===== config.mk =====
export PLATFORM = sky130hd
export DESIGN_NAME = fmul_arb
export DESIGN_NICKNAME = d
export VERILOG_FILES = /design/src/rtl/fmul_arb.sv
export SDC_FILE = /design/constraint.sdc
export NUM_CORES = 2
export LEC_CHECK = 0
export CAP_MARGIN = 20
export CORE_ASPECT_RATIO = 0.7
export CORE_MARGIN = 8
export CORE_UTILIZATION = 40
export CTS_CLUSTER_SIZE = 25
export DETAILED_ROUTE_END_ITERATION = 12
export GPL_TIMING_DRIVEN = 0
export PLACE_DENSITY_LB_ADDON = 0.1
export SYNTH_ARGS = -nofsm -noshare
export SYNTH_HDL_FRONTEND = slang
export SYNTH_HIERARCHICAL = 1
export SYNTH_SLANG_ARGS = --single-unit

===== constraint.sdc =====
create_clock -name clk -period 10.3 [get_ports clk]
set_input_delay 2.06 -clock clk [delete_from_list [all_inputs] [get_ports clk]]
set_output_delay 2.06 -clock clk [all_outputs]
set_load 0.005 [all_outputs]

===== src/rtl/fmul_arb.sv =====
// fmul_arb: two requesters share one IEEE-754 single-precision multiplier.
// The multiplier pipeline has a 2-edge latency and accepts one operation per cycle.
//
// Ports:
//   clk, rstn                 clock; asynchronous active-low reset
//   reqN_valid/x1/x2/ready    operand request, N = 0/1 (transfer on valid&&ready)
//   respN_valid/y/ovf/unf     one-cycle result pulse with flags, N = 0/1
//   busy                      any accepted operation still in flight
//
// Build option FMUL_ARB_RR_EN: round-robin on ties (default: requester 0 wins).

module fmul (
    input  logic [31:0] x1,
    input  logic [31:0] x2,
    output logic [31:0] y,
    output logic        ovf,
    output logic        unf
);
    logic               sgn;
    logic [7:0]         ea;
    logic [7:0]         eb;
    logic               zero_a;
    logic               zero_b;
    logic               inf_a;
    logic               inf_b;
    logic               nan_in;
    logic [47:0]        prod;
    logic               norm;
    logic [22:0]        mant;
    logic               guard;
    logic               sticky;
    logic [23:0]        rnd;
    logic signed [9:0]  e;

    always_comb begin
        y      = 32'h0;
        ovf    = 1'b0;
        unf    = 1'b0;
        sgn    = x1[31] ^ x2[31];
        ea     = x1[30:23];
        eb     = x2[30:23];
        // Subnormal inputs are flushed to zero.
        zero_a = (ea == 8'h00);
        zero_b = (eb == 8'h00);
        inf_a  = (ea == 8'hff) && (x1[22:0] == 23'd0);
        inf_b  = (eb == 8'hff) && (x2[22:0] == 23'd0);
        nan_in = ((ea == 8'hff) && (x1[22:0] != 23'd0))
              || ((eb == 8'hff) && (x2[22:0] != 23'd0));
        prod   = {24'd0, 1'b1, x1[22:0]} * {24'd0, 1'b1, x2[22:0]};
        norm   = prod[47];
        if (norm) begin
            mant   = prod[46:24];
            guard  = prod[23];
            sticky = |prod[22:0];
        end else begin
            mant   = prod[45:23];
            guard  = prod[22];
            sticky = |prod[21:0];
        end
        // Round to nearest, ties to even; a carry out bumps the exponent.
        rnd = {1'b0, mant} + {23'd0, guard & (sticky | mant[0])};
        e   = $signed({2'b00, ea}) + $signed({2'b00, eb}) - 10'sd127
            + $signed({9'd0, norm}) + $signed({9'd0, rnd[23]});

        if (nan_in || (inf_a && zero_b) || (inf_b && zero_a)) begin
            y = 32'h7fc00000;
        end else if (inf_a || inf_b) begin
            y = {sgn, 8'hff, 23'd0};
        end else if (zero_a || zero_b) begin
            y = {sgn, 31'd0};
        end else if (e > 10'sd254) begin
            y   = {sgn, 8'hff, 23'd0};
            ovf = 1'b1;
        end else if (e < 10'sd1) begin
            y   = {sgn, 31'd0};
            unf = 1'b1;
        end else begin
            y = {sgn, e[7:0], rnd[22:0]};
        end
    end
endmodule

module fmul_arb (
    input  logic        clk,
    input  logic        rstn,
    input  logic        req0_valid,
    input  logic [31:0] req0_x1,
    input  logic [31:0] req0_x2,
    output logic        req0_ready,
    input  logic        req1_valid,
    input  logic [31:0] req1_x1,
    input  logic [31:0] req1_x2,
    output logic        req1_ready,
    output logic        resp0_valid,
    output logic [31:0] resp0_y,
    output logic        resp0_ovf,
    output logic        resp0_unf,
    output logic        resp1_valid,
    output logic [31:0] resp1_y,
    output logic        resp1_ovf,
    output logic        resp1_unf,
    output logic        busy
);
    typedef struct packed {
        logic        vld;
        logic        id;
        logic [31:0] x1;
        logic [31:0] x2;
    } s1_t;

    typedef struct packed {
        logic        vld;
        logic        id;
        logic [31:0] y;
        logic        ovf;
        logic        unf;
    } s2_t;

    s1_t         s1_q;
    s1_t         s1_d;
    s2_t         s2_q;
    s2_t         s2_d;
    logic        g0;
    logic        g1;
    logic        tie_to1;
    logic [31:0] m_y;
    logic        m_ovf;
    logic        m_unf;

`ifdef FMUL_ARB_RR_EN
    // rr_q set: requester 1 wins the next tie.
    logic rr_q;
    logic rr_d;

    assign tie_to1 = rr_q;

    always_comb begin
        rr_d = rr_q;
        if (g0) rr_d = 1'b1;
        if (g1) rr_d = 1'b0;
    end

    always_ff @(posedge clk or negedge rstn) begin
        if (!rstn) rr_q <= 1'b0;
        else       rr_q <= rr_d;
    end
`else
    assign tie_to1 = 1'b0;
`endif

    // Grants are gated by rstn so ready drops the moment reset asserts.
    always_comb begin
        g0 = 1'b0;
        g1 = 1'b0;
        if (rstn) begin
            unique case ({req0_valid, req1_valid})
                2'b11: begin
                    g0 = ~tie_to1;
                    g1 = tie_to1;
                end
                2'b10:   g0 = 1'b1;
                2'b01:   g1 = 1'b1;
                default: ;
            endcase
        end
    end

    assign req0_ready = g0;
    assign req1_ready = g1;

    always_comb begin
        s1_d     = s1_q;
        s1_d.vld = g0 | g1;
        if (g0 | g1) begin
            s1_d.id = g1;
            s1_d.x1 = g1 ? req1_x1 : req0_x1;
            s1_d.x2 = g1 ? req1_x2 : req0_x2;
        end
    end

    fmul u_fmul (
        .x1  (s1_q.x1),
        .x2  (s1_q.x2),
        .y   (m_y),
        .ovf (m_ovf),
        .unf (m_unf)
    );

    always_comb begin
        s2_d     = s2_q;
        s2_d.vld = s1_q.vld;
        if (s1_q.vld) begin
            s2_d.id  = s1_q.id;
            s2_d.y   = m_y;
            s2_d.ovf = m_ovf;
            s2_d.unf = m_unf;
        end
    end

    always_ff @(posedge clk or negedge rstn) begin
        if (!rstn) begin
            s1_q <= '0;
            s2_q <= '0;
        end else begin
            s1_q <= s1_d;
            s2_q <= s2_d;
        end
    end

    assign resp0_valid = s2_q.vld & ~s2_q.id;
    assign resp1_valid = s2_q.vld & s2_q.id;
    assign resp0_y     = s2_q.y;
    assign resp1_y     = s2_q.y;
    assign resp0_ovf   = s2_q.ovf;
    assign resp1_ovf   = s2_q.ovf;
    assign resp0_unf   = s2_q.unf;
    assign resp1_unf   = s2_q.unf;
    assign busy        = s1_q.vld | s2_q.vld;
endmodule


### After elaboration in Yosys (flattened, before gate mapping)

Index checks and enable logic that the tools add are counted.

| word-level totals | value |
|---|---|
| bits in registers | 102 |

| cells by class | value |
|---|---|
| add/subtract/negate cells | 5 |
| $mul | 1 |
| magnitude comparators | 2 |
| equal/unequal tests | 5 |
| mux-type cells | 23 |
| bitwise gates (word level) | 8 |
| reduce and logical (&&, ||, !) cells | 20 |

Operator list:

| operator | count |
|---|---|
| 31-bit two-way mux | 4 |
| 32-bit two-way mux | 3 |
| 24-bit by 24-bit multiplier with 48-bit output | 1 |
| 23-bit logical NOT | 2 |
| 23-bit nonzero test | 2 |
| 23-bit by 1-bit adder with 24-bit output | 1 |
| 23-bit two-way mux | 1 |
| 23-bit OR reduction | 1 |
| 22-bit OR reduction | 1 |
| 10-bit by 2-bit adder with 10-bit output | 2 |
| 8-bit equality test (second input constant) | 2 |
| 8-bit logical NOT | 2 |
| 1-bit two-way mux | 15 |
| 10-bit by 9-bit > comparator with 1-bit output (second input constant) | 1 |
| 10-bit by 2-bit < comparator with 1-bit output (second input constant) | 1 |
| 10-bit by 8-bit subtractor with 10-bit output (second input constant) | 1 |
| 8-bit by 8-bit adder with 9-bit output | 1 |
| 1-bit logical AND | 6 |
| 1-bit logical OR | 5 |
| 2-bit equality test (second input constant) | 2 |
| 1-bit AND | 3 |
| 1-bit OR | 3 |
| 2-bit by 1-bit equality test with 1-bit output (second input constant) | 1 |
| 2-bit OR reduction | 1 |
| other kinds (2) | 2 |

### Longest topological paths before layout

| logic depth | value |
|---|---|
| depth in word-level cells | 13 |
| mapped depth | 45 |

### Modules after synthesis

The synthesis kept the hierarchy.

By module, submodules not included:

| module | times used | cells an instance | area each (µm²) | sequential area each (µm²) |
|---|---|---|---|---|
| fmul | 1 | 2,604 | 21,692.1 | 0.0 |
| fmul_arb | 1 | 510 | 5,226.3 | 2,552.4 |

### Least setup slack after synthesis

OpenSTA, ideal clock, no wires.

| path | value |
|---|---|
| kind | flip-flop to flip-flop |
| start | register s1_q[12] in the netlist's numbering |
| end | register s2_q, in the netlist resp0_y[21] |
| setup time | 0.064 ns |
| arrival | 9.833 ns |
| required time | 10.236 ns |
| path slack | 0.402 ns |
| cell stages (with the launch flop) | 43 |
| period minus slack after synthesis | 9.898 ns |
| path through | dfrtp_1 clkbuf_1 clkbuf_1 nand2_1 fa_1 inv_1 fa_1 inv_1 fa_1 inv_1 fa_1 fa_1 fa_1 inv_1 fa_1 inv_1 ha_1 clkbuf_1 (+7 left out) or3b_2 a41o_1 nor4b_1 nand2_1 fa_1 inv_1 fa_1 a21o_1 a21oi_1 o21bai_1 a21oi_1 xnor2_1 nor3_1 a31oi_1 nand2_1 or4_1 nand2_1 mux2_2 |

| between the ends | value |
|---|---|
| longest elaborated chain between the ends | 13 |
| elaborated cells on any way between the ends | 27 |

RTL lines:

| element | RTL line | text |
|---|---|---|
| start, declared | 119 | `s1_t s1_q;` |
| start signal, assigned | 202 | `s1_q <= '0;` |
| start signal, assigned | 205 | `s1_q <= s1_d;` |
| 24-bit by 24-bit multiplier with 48-bit output | 49 | `prod = {24'd0, 1'b1, x1[22:0]} * {24'd0, 1'b1, x2[22:0]};` |
| 23-bit OR reduction / 22-bit OR reduction (equally long branches) | 54, 58 |  |
| 1-bit two-way mux | 51 | `if (norm) begin` |
| 1-bit OR | 61 | `rnd = {1'b0, mant} + {23'd0, guard & (sticky \| mant[0])};` |
| 1-bit AND | 61 |  |
| 23-bit by 1-bit adder with 24-bit output | 61 |  |
| 10-bit by 2-bit adder with 10-bit output | 63 | `+ $signed({9'd0, norm}) + $signed({9'd0, rnd[23]});` |
| 10-bit by 2-bit < comparator with 1-bit output | 74 | `end else if (e < 10'sd1) begin` |
| 31-bit two-way mux | 74 |  |
| 31-bit two-way mux | 71 | `end else if (e > 10'sd254) begin` |
| 31-bit two-way mux | 69 | `end else if (zero_a \|\| zero_b) begin` |
| 31-bit two-way mux | 67 | `end else if (inf_a \|\| inf_b) begin` |
| 32-bit two-way mux (*) | 65 | `if (nan_in \|\| (inf_a && zero_b) \|\| (inf_b && zero_a)) begin` |
| named net m_y[21] | 126 | `logic [31:0] m_y;` |
| end signal, assigned | 203 | `s2_q <= '0;` |
| end signal, assigned | 206 | `s2_q <= s2_d;` |
| end, declared | 121 | `s2_t s2_q;` |

Mark *: on every way through the listed nets, which the timed path passes. The rest lies on a longest branch.
A chain may end at the register's enable or synchronous reset.

### Worst setup path after layout

| path | value |
|---|---|
| start | register s1_q[1] in the netlist's numbering |
| end | register s2_q, in the netlist resp0_y[21] |

Same word-level chain as after synthesis.

==> results.tsv <==
metric	value	unit
ys_top_cells_by_count	611 x inv_1, 484 x fa_1, 352 x nand2_1, 256 x and2_1, 188 x ha_1	
synth_fp_nets	3918	
ioPinCount	205	
nets	4264	
syn_to_final_growth	23.0	%
min_period	10290	ps
reg2reg_to	resp0_y[21]	
synth_top_family_by_area	adder cells	
cts_root_buf	clkbuf_16	
grt_pass1_wl	157000	µm
grt_overflow_total	0	
synth.area.mux_share	0.0184	
yosys.area.top_type_share	0.360	
hold_path.startpoint	s1_q[65]	
initial_utilization	0.405	
place_hpwl	85600	µm
hp-class	reg2reg	
cpMostUsedCell	fa_2	
ant_nets	0	
viasPerCell	5.37	
cts_tree	done	
status	finished, final reports clean	
grt_antenna_before_repair	2	
grt_max_degree	64	
r2r_cells	40	
grt_pass1_vias	24100	
crit_path_start	s1_q[1]	
register_area	0.00262	mm²
cp-start-kind	flip-flop	
cpMaxStageDelayCell	fa_2	
hold_path_depth	0	
min_to	s2_q[35]	
place.gp.congestion	1.02	
max_slew_margin	0.565	
dr.pass1.iters	6	
fmax	97.2	MHz
clock-sinks	102	
setup_viol	0	
rrSetupSlack	10	ps
clk_pin_slew	90	ps
synthTopCellsByArea	fa_1 36%, dfrtp_1 9.5%, ha_1 8.7%	
required	10620	ps
yosys.area_share.xor_xnor	0.0208	
clk_latency	390	ps
dr_total_vias	23400	
rsz0062_at_grt	true	
synthCells	3114	
fp-row-count	79	
synth.most_common_cell	inv_1	
hold_viol	0	
avgSynthCellArea	8.64	µm²
final_util	0.498	
crit_type	reg2reg	
wl_per_cell	24.4	µm
synth_fa_ha_area_frac	0.447	
grt.total_usage	0.275	
fp.dieH	233	µm
critPathArrivalTime	10610	ps
cts_max_level	3	
cts_hold_buf	0	
ys_seq_area_frac	0.0948	
drive_gt1_frac	0.191	
ys_async_sr_fraction	1.00	
critPathCaptureType	flip-flop	
yosysTopAreaCell	fa_1	
reg2reg_from	s1_q[1]	
drc	0	
portBuffers	204	
critPathMaxFanout	8	
cts_buffers	9	
syn_area	0.0269	mm²
yosysUniqueCellTypes	95	
wirelength	106000	µm
drt_iter0_markers	2182	
die_x	326	µm
die-area	0.0760	mm²
cts.path.max_buffers	2	
synth-edff-count	0	
ys.flop_type	dfrtp_1	
finalMaxSlewViolations	0	
skew	24.0	ps
multi_input_area	0.0218	mm²
fillCellCount	6294	
synth_compound_area_frac	0.0944	
finalCritPeriodShare	0.999	
coreArea	0.0665	mm²
synth_seq_cells	102	
post_dp_cell_area	0.0301	mm²
cpPeakStageDelay	630	ps
cap_violations	0	
final_cell_area	0.0331	mm²
ys_warn_count	6	
synth-simple-area-share	0.192	
worst_pin_slew	647	ps
-- flip-flops by register name (all words and copies together) (netlist names) --
| register | cells |
|---|---|
| resp0_y | 32 |
| s1_q | 66 |
| resp0_ovf | 1 |
| resp0_unf | 1 |
| s2_q | 2 |
-- worst max path at each step --
stage	to	slack (ps)
2_1_floorplan	resp0_y[21]	400
3_3_place_gp	resp0_y[7]	-2290
3_5_place_dp	resp0_y[15]	-2340
4_1_cts	resp0_y[22]	-60
5_1_grt	resp0_y[22]	-290
6_report	resp0_y[21]	10
-- worst max-delay path: cells and delay by family, from the launching register on --
family / cells / cell delay [ps]
adder cells (fa/ha/maj): 10 / 4540
AND/OR/NAND/NOR: 11 / 2020
AO/OA/AOI/OAI: 10 / 2140
multiplexers: 1 / 140
XOR/XNOR: 1 / 160
buffers and inverters: 7 / 650
flip-flops: 1 / 570
-- cells by family after synthesis --
group | count (synthesis)
flip-flops | 102
multiplexers | 45
AND/OR/NAND/NOR | 1018
XOR/XNOR | 60
AO/OA/AOI/OAI | 378
adder cells (fa/ha/maj) | 672
buffers and inverters | 839
-- layout make-up --
| type | instances | area share |
|---|---|---|
| well taps | 891 | 0.0337 |
| repair buffers | 341 | 0.0957 |
| flip-flops and latches | 102 | 0.0791 |
| multi-input cells | 2173 | 0.658 |
| inverters | 615 | 0.0705 |
| diodes | 2 | 0.000151 |
| clock inverters | 7 | 0.00246 |
| clock buffers | 9 | 0.00680 |
| plain buffers | 218 | 0.0532 |
-- routing by layer --
metal	global-route usage	wire (µm)	vias up
li1	-	-	10400
met1	0.406	48400	11900
met2	0.392	43300	1046
met3	0.0928	12400	116
met4	0.0445	2230	2
met5	0	13	-
-- layout by cell type (no fill, tap or decap), types with 37 or more instances in the layout --
| cell | count |
|---|---|
| a21oi_1 | 53 |
| and2_1 | 252 |
| buf_4 | 206 |
| clkdlybuf4s50_1 | 203 |
| dfrtp_1 | 59 |
| dfrtp_2 | 37 |
| fa_1 | 445 |
| fa_2 | 39 |
| ha_1 | 177 |
| inv_1 | 590 |
| nand2_1 | 346 |
| nand2b_1 | 74 |
| nor2_1 | 148 |
| o22ai_1 | 129 |
-- repair_timing --
action / CTS / global route
cloned: 1 / 1
endpoints found under the setup margin: 33 / 33
gates resized for setup: 365 / 201
pin swaps: 58 / 91
setup buffers: 89 / 45
-- through the flow --
stage               hold slack (ps)  worst slack (ps)  TNS, ps  std cells
finish                          490              9.60        0       4358
global route                    502              -289    -5210       4357
CTS                             489             -63.5    -67.0       4312
detailed placement              456             -2340   -65600       4210
global placement                458             -2290   -64060       4209
floorplan                       349               402        0       3114
Power is not shown: default switching activity piles up to over one toggle a cycle in this logic, so the estimate is an artifact.
